`src/rtl/flag_branch_unit.sv`:
```
// flag_branch_unit
// Holds the architectural {N,V,Z} flag register fed by the ALU, resolves
// branch condition codes against those flags and hands a registered
// taken/not-taken result to the PC logic.  It also keeps a saturating
// count of taken branches.
module flag_branch_unit #(
    parameter int BYPASS = 1,
    parameter int CNT_W  = 16
) (
    input  logic             clk,
    input  logic             rst_n,
    input  logic [2:0]       flag_in,
    input  logic [2:0]       flag_we,
    input  logic             stall,
    input  logic             flush,
    input  logic             br_valid,
    input  logic [2:0]       br_ccc,
    input  logic             cnt_clr,
    output logic [2:0]       flag_out,
    output logic             br_done,
    output logic             br_taken,
    output logic [CNT_W-1:0] taken_cnt
);

    // Condition code encodings
    localparam logic [2:0] CC_NE = 3'b000;
    localparam logic [2:0] CC_EQ = 3'b001;
    localparam logic [2:0] CC_GT = 3'b010;
    localparam logic [2:0] CC_LT = 3'b011;
    localparam logic [2:0] CC_GE = 3'b100;
    localparam logic [2:0] CC_LE = 3'b101;
    localparam logic [2:0] CC_OV = 3'b110;

    localparam logic [CNT_W-1:0] CNT_MAX = {CNT_W{1'b1}};

    logic [2:0]       flag_reg;
    logic [2:0]       flag_next;
    logic [2:0]       eff;
    logic             cond;
    logic             accept;
    logic             done_reg;
    logic             done_next;
    logic             taken_reg;
    logic             taken_next;
    logic [CNT_W-1:0] cnt_reg;
    logic [CNT_W-1:0] cnt_next;

    // Per-bit flag update and effective-flag selection.  Each flag bit has
    // its own write enable, so the ALU can touch only the bits its opcode
    // defines.
    generate
        for (genvar gi = 0; gi < 3; gi++) begin : g_flag
            assign flag_next[gi] = (flag_we[gi] && !stall) ? flag_in[gi] : flag_reg[gi];
            if (BYPASS != 0) begin : g_byp
                // Forward this cycle's write so a branch right behind a
                // flag-setting op does not need a bubble.
                assign eff[gi] = flag_we[gi] ? flag_in[gi] : flag_reg[gi];
            end else begin : g_nobyp
                assign eff[gi] = flag_reg[gi];
            end
        end
    endgenerate

    // Condition decode against the effective {N,V,Z}
    always_comb begin
        cond = 1'b1;
        unique case (br_ccc)
            CC_NE:   cond = !eff[0];
            CC_EQ:   cond = eff[0];
            CC_GT:   cond = !eff[0] && !eff[2];
            CC_LT:   cond = eff[2];
            CC_GE:   cond = eff[0] || (!eff[0] && !eff[2]);
            CC_LE:   cond = eff[2] || eff[0];
            CC_OV:   cond = eff[1];
            default: cond = 1'b1;
        endcase
    end

    assign accept = br_valid && !stall && !flush;

    // Result next-state: flush wins over stall; stall holds; otherwise the
    // result is a one-cycle pulse per accepted branch.
    always_comb begin
        done_next  = done_reg;
        taken_next = taken_reg;
        if (flush) begin
            done_next  = 1'b0;
            taken_next = 1'b0;
        end else if (!stall) begin
            done_next  = accept;
            taken_next = accept && cond;
        end
    end

    // Counter next-state: clear beats increment, and the count sticks at
    // all-ones.  A held (stalled) result is not counted again because only
    // accepted branches increment.
    always_comb begin
        cnt_next = cnt_reg;
        if (cnt_clr) begin
            cnt_next = '0;
        end else if (accept && cond && (cnt_reg != CNT_MAX)) begin
            cnt_next = cnt_reg + CNT_W'(1);
        end
    end

    // State registers with asynchronous active-low reset
    always_ff @(posedge clk or negedge rst_n) begin
        if (!rst_n) begin
            flag_reg  <= 3'b000;
            done_reg  <= 1'b0;
            taken_reg <= 1'b0;
            cnt_reg   <= '0;
        end else begin
            flag_reg  <= flag_next;
            done_reg  <= done_next;
            taken_reg <= taken_next;
            cnt_reg   <= cnt_next;
        end
    end

    assign flag_out  = flag_reg;
    assign br_done   = done_reg;
    assign br_taken  = taken_reg;
    assign taken_cnt = cnt_reg;

endmodule

```
`config.mk`:
```
export PLATFORM = sky130hd
export DESIGN_NAME = flag_branch_unit
export DESIGN_NICKNAME = d
export VERILOG_FILES = /design/src/rtl/flag_branch_unit.sv
export SDC_FILE = /design/constraint.sdc
export NUM_CORES = 1
export LEC_CHECK = 0
export ABC_AREA = 1
export CORE_MARGIN = 1
export CORE_UTILIZATION = 45
export DETAILED_ROUTE_END_ITERATION = 10
export PLACE_DENSITY = 0.78
export SETUP_SLACK_MARGIN = 0.3
export SLEW_MARGIN = 5
export SYNTH_ARGS = -nofsm -noshare
export SYNTH_HDL_FRONTEND = slang
export SYNTH_SLANG_ARGS = --single-unit
```
`constraint.sdc`:
```
create_clock -name clk -period 2.1 [get_ports clk]
set_input_delay 0.63 -clock clk [delete_from_list [all_inputs] [get_ports clk]]
set_output_delay 0.63 -clock clk [all_outputs]
set_load 0.05 [all_outputs]
```
### Word-level counts from Yosys, hierarchy flattened

Index checks and enable logic that the tools add are counted.

| word-level totals | value |
|---|---|
| flip-flop bits (word level) | 21 |
| bits of input ports | 15 |
| output and inout port bits | 21 |
| logic and storage cells | 41 |

| cells by class | value |
|---|---|
| add/subtract/negate cells | 1 |
| equality and inequality tests | 8 |
| multiplexer cells | 10 |
| reductions and logical operators | 16 |

Operators by type and width:

| cell | count |
|---|---|
| 16-bit two-way mux | 2 |
| 16-bit by 1-bit adder with 16-bit output (second input constant) | 1 |
| 16-bit inequality test (second input constant) | 1 |
| 3-bit equality test (second input constant) | 3 |
| 1-bit logical AND | 8 |
| 1-bit two-way mux | 7 |
| 1-bit case mux with 7 select lines | 1 |
| 3-bit by 2-bit equality test with 1-bit output (second input constant) | 2 |
| 1-bit logical NOT | 4 |
| 3-bit by 1-bit equality test with 1-bit output (second input constant) | 1 |
| 3-bit logical NOT | 1 |
| 1-bit logical OR | 2 |
| 2-bit by 1-bit inequality test with 1-bit output (second input constant) | 1 |
| 2-bit nonzero test | 1 |

### Longest topological paths before layout

| depth | value |
|---|---|
| depth in word-level cells | 9 |
| gate-level depth with buffers | 13 |
| gate-level depth less buffers | 12 |

### Worst setup path before layout

OpenSTA, ideal clock, no wires.

| timing path | value |
|---|---|
| path kind | register -> register |
| start | reg cnt_reg[0], in the netlist taken_cnt[0] |
| end | reg cnt_reg[0], in the netlist taken_cnt[0] |
| setup time | 0.119 ns |
| data arrival time | 2.028 ns |
| required time | 1.981 ns |
| setup slack | -0.047 ns |
| stages on the path, launching flop included | 12 |
| path buffers | 1 |
| period minus slack after synthesis | 2.147 ns |
| path through | dfrtp_1 ha_1 nand3_2 nor2_4 nand3_2 nor2_4 nand4_2 nand3_4 nand2_4 buf_6 nand2_1 nand2_1 |

| between the ends | value |
|---|---|
| cells in the longest elaborated chain, start to end | 3 |
| elaborated cells between the ends (all ways) | 6 |
| those cells by class | 1 x add/sub; 1 x eq/ne; 2 x mux; 2 x reduce/logical |

Ends and longest elaborated chain:

| item | line | text |
|---|---|---|
| start: declaration | 45 | `logic [CNT_W-1:0] cnt_reg;` |
| start signal: assignment | 118 | `cnt_reg <= cnt_next;` |
| 16-bit by 1-bit adder with 16-bit output or 16-bit inequality test (tied branches) | 103, 102 |  |
| 16-bit two-way mux or 1-bit logical AND (tied branches) | 102 | `end else if (accept && cond && (cnt_reg != CNT_MAX)) begin` |
| 16-bit two-way mux or 2-bit nonzero test (tied branches) | -- |  |

Several ways; a longest one is shown, not always the timed one. The select of a mux whose other input is x is not followed.
A chain may end at the register's enable or synchronous reset.

### Final worst setup path

| timing path | value |
|---|---|
| start | reg cnt_reg[1], in the netlist taken_cnt[1] |
| end | reg cnt_reg[1], in the netlist taken_cnt[1] |

The elaborated chain is that of the path after synthesis.

==> reports/results.ini <==
[min_path]
hp-start=flag_out[0]
min_path_cells=2
hp-class=flip-flop to flip-flop
worstHoldEndpoint=flag_out[0]

[critical_path]
rr_startpoint=taken_cnt[1]
critPathLaunch=taken_cnt[1]
critPathRequiredTime_ns=2.35
critPathCaptureType=flip-flop
crit_type=flip-flop to flip-flop
r2r_end=taken_cnt[1]
cpMaxStageDelayCell=dfrtp_2
reg2reg_slack_ns=0.37
cp_cell_sequence=ha_4, nand3_4, nor2_4, nand3_4, nor2_4, nand4_4, nand3_4, buf_6, nand3_1, nand2_1
cp_common_cell=nand3_4
arrival_ns=1.98
cpPeakStageDelay_ns=0.42
worstPathMaxFanout=6
critPathLaunchType=flip-flop
r2r_cells=10

[pwr]
p_int_uw=590
peakVddDrop_mv=0.369
power.density_nw_per_um2=460
leakage_nw=1.02
report.power.total_uw=895
p_clk_frac=0.224
swShare=0.341
comb_power_share=0.280
power_switching_uw=306
seqPwrFrac=0.496

[logic_synthesis]
synth_edf_count=0
syn_inst=207
synth_seq_area_share=0.372
ys.flop_type=dfrtp_1
synth_area_um2=1410
synth-seq-cells=21
synth.distinct_cells=27
syn_nets=223
ys_warn_count=0
syn_area_per_cell_um2=6.82
synthArstFlopShare=1.00

[global_routing]
track_usage=0.227
met3_usage=0.0424
antenna_found_initial=0
grt_pass1_wl_um=6000
grt_overflow=0
gr-max-usage-layer=met2
grt_util_met2=0.374
grt_max_degree=22
first_global_vias=1355
use_met1=0.314

[layout]
syn_to_final_growth_pct=37.9
final_util=0.683
layout_common_cells=65 x nand2_1, 33 x buf_4, 25 x nand3_1
final_common_cell=nand2_1
final_net_count=274
drive_above_1_share=0.265
num_antenna_cells=0

[run]
maxCapViolCount=0

[placed_design]
dp_slack_ns=-0.180
hpwl_um=2460
place_congestion=0.831
io_buffers=35

[floorplan]
core_um2=2850
fp-row-count=19
start_util=0.495
die_h_um=58.0
dieArea_um2=3370
io_pins=36
die_w_um=58.0

[clock_network]
cts-hold-fix-buffers=0
cts_num_sinks=21
cts_root_buffer=clkbuf_4
cts_buffers=3
htreeDepth=1
cts_buffer_depth=2
cts_tree=done
clk_latency_ns=0.31
path_clk_slew_ns=0.11

[drt]
vias=1465
routedWlPerCell_um=12.1
wl_um=3480
vias_per_cell=5.09
drc=2
antenna_left=0
dr.pass1.iters=7
drtIter0Drc=55

[sta]
postLayoutSetupSlackWorst_ns=0.371
finalSetupViolCount=0
relSlewSlack=0.772
fin_hold_ws_ns=0.525
maxSlewViolCount=0
rsz0062_at_grt=true
hold_viol=0
fmax_mhz=579
timing.final.crit_share=0.823
fin_crit_ns=1.73
skew_ns=0.00666
tightest_slew_ns=0.339

[run_status]
violations=DRC
status=finished, violations left

## synth_stat cells (2+ instances only)
library cell | instances | area, um2
a21oi_1 | 2 | 10.0
buf_6 | 2 | 22.5
clkbuf_1 | 2 | 7.51
dfrtp_1 | 21 | 526
inv_1 | 23 | 86.3
nand2_1 | 69 | 259
nand3_1 | 25 | 125
nand3_2 | 2 | 20.0
nor2_1 | 25 | 93.8
nor2_4 | 2 | 22.5
nor3_1 | 7 | 35.0
o21ai_0 | 7 | 35.0
o22ai_1 | 2 | 12.5
xor2_1 | 5 | 43.8
## registers in the layout, indices dropped and copies added (netlist names)
name and count:
taken_cnt 16, br_done 1, br_taken 1, flag_out 3
## per-layer routing
metal / up-vias / share of wire
li1: 762 / -
met1: 662 / 0.46
met2: 39 / 0.50
met3: 2 / 0.038
met4: 0 / 0.0049
met5: - / 0
## power by group through the flow
stage                     sequential [mW]  combinational (mW)  clock, mW
after floorplan                     0.511              0.0804          0
after global placement              0.452               0.233          0
after detailed placement            0.451               0.235          0
after CTS                           0.445               0.243      0.208
after global routing                0.447               0.273      0.222
final                               0.444               0.251      0.201
## worst max path at each step
stage                     cells after the start             to  slack, ns
after floorplan                              11   taken_cnt[0]       0.22
after global placement                       12   taken_cnt[1]      -0.15
after detailed placement                     12   taken_cnt[5]      -0.18
after CTS                                    10   taken_cnt[8]       0.31
after global routing                         10  taken_cnt[15]       0.28
final                                        10   taken_cnt[1]       0.37
## metrics by stage
stage / cells / area [um2] / TNS [ns]
5_1_grt: 288 / 1950 / 0
2_1_floorplan: 207 / 1440 / 0
4_1_cts: 283 / 1870 / 0
3_3_place_gp: 277 / 1810 / -2.29
3_5_place_dp: 277 / 1810 / -2.65
6_report: 288 / 1950 / 0
## cells by family (layout without fill, tap and decap cells)
group	count (synthesis)	in the layout	synth area share
and+or+nand+nor	137	138	0.441
buffers and inverters	28	77	0.0850
DFF	21	21	0.372
AOI/OAI and AO/OA	14	14	0.0558
xor gates and xnor gates	6	6	0.0372
adders and majority gates	1	1	0.00886
## area by class of cell
cell class	count	area, um2
clock buffer	4	26.3
fill	253	905
inverter	24	90.1
multi-input combinational	159	851
sequential	21	533
tap	31	38.8
timing repair buffer	49	409
## worst max-delay path, delay by kind of cell, from the launching register on
| family | cells | cell delay [ns] |
|---|---|---|
| AND/OR/NAND/NOR | 8 | 0.94 |
| flip-flops | 1 | 0.42 |
| adder cells (fa/ha/maj) | 1 | 0.17 |
| buffers and inverters | 1 | 0.15 |
## repair_timing
| action | 4_1_cts | 5_1_grt |
|---|---|---|
| resized for setup | 17 | 15 |
| cloned | 1 | 0 |
| setup buffers | 1 | 5 |
| setup endpoints to repair | 16 | 16 |
| pin swaps | 5 | 8 |
Power figures use the tool's default switching activity.
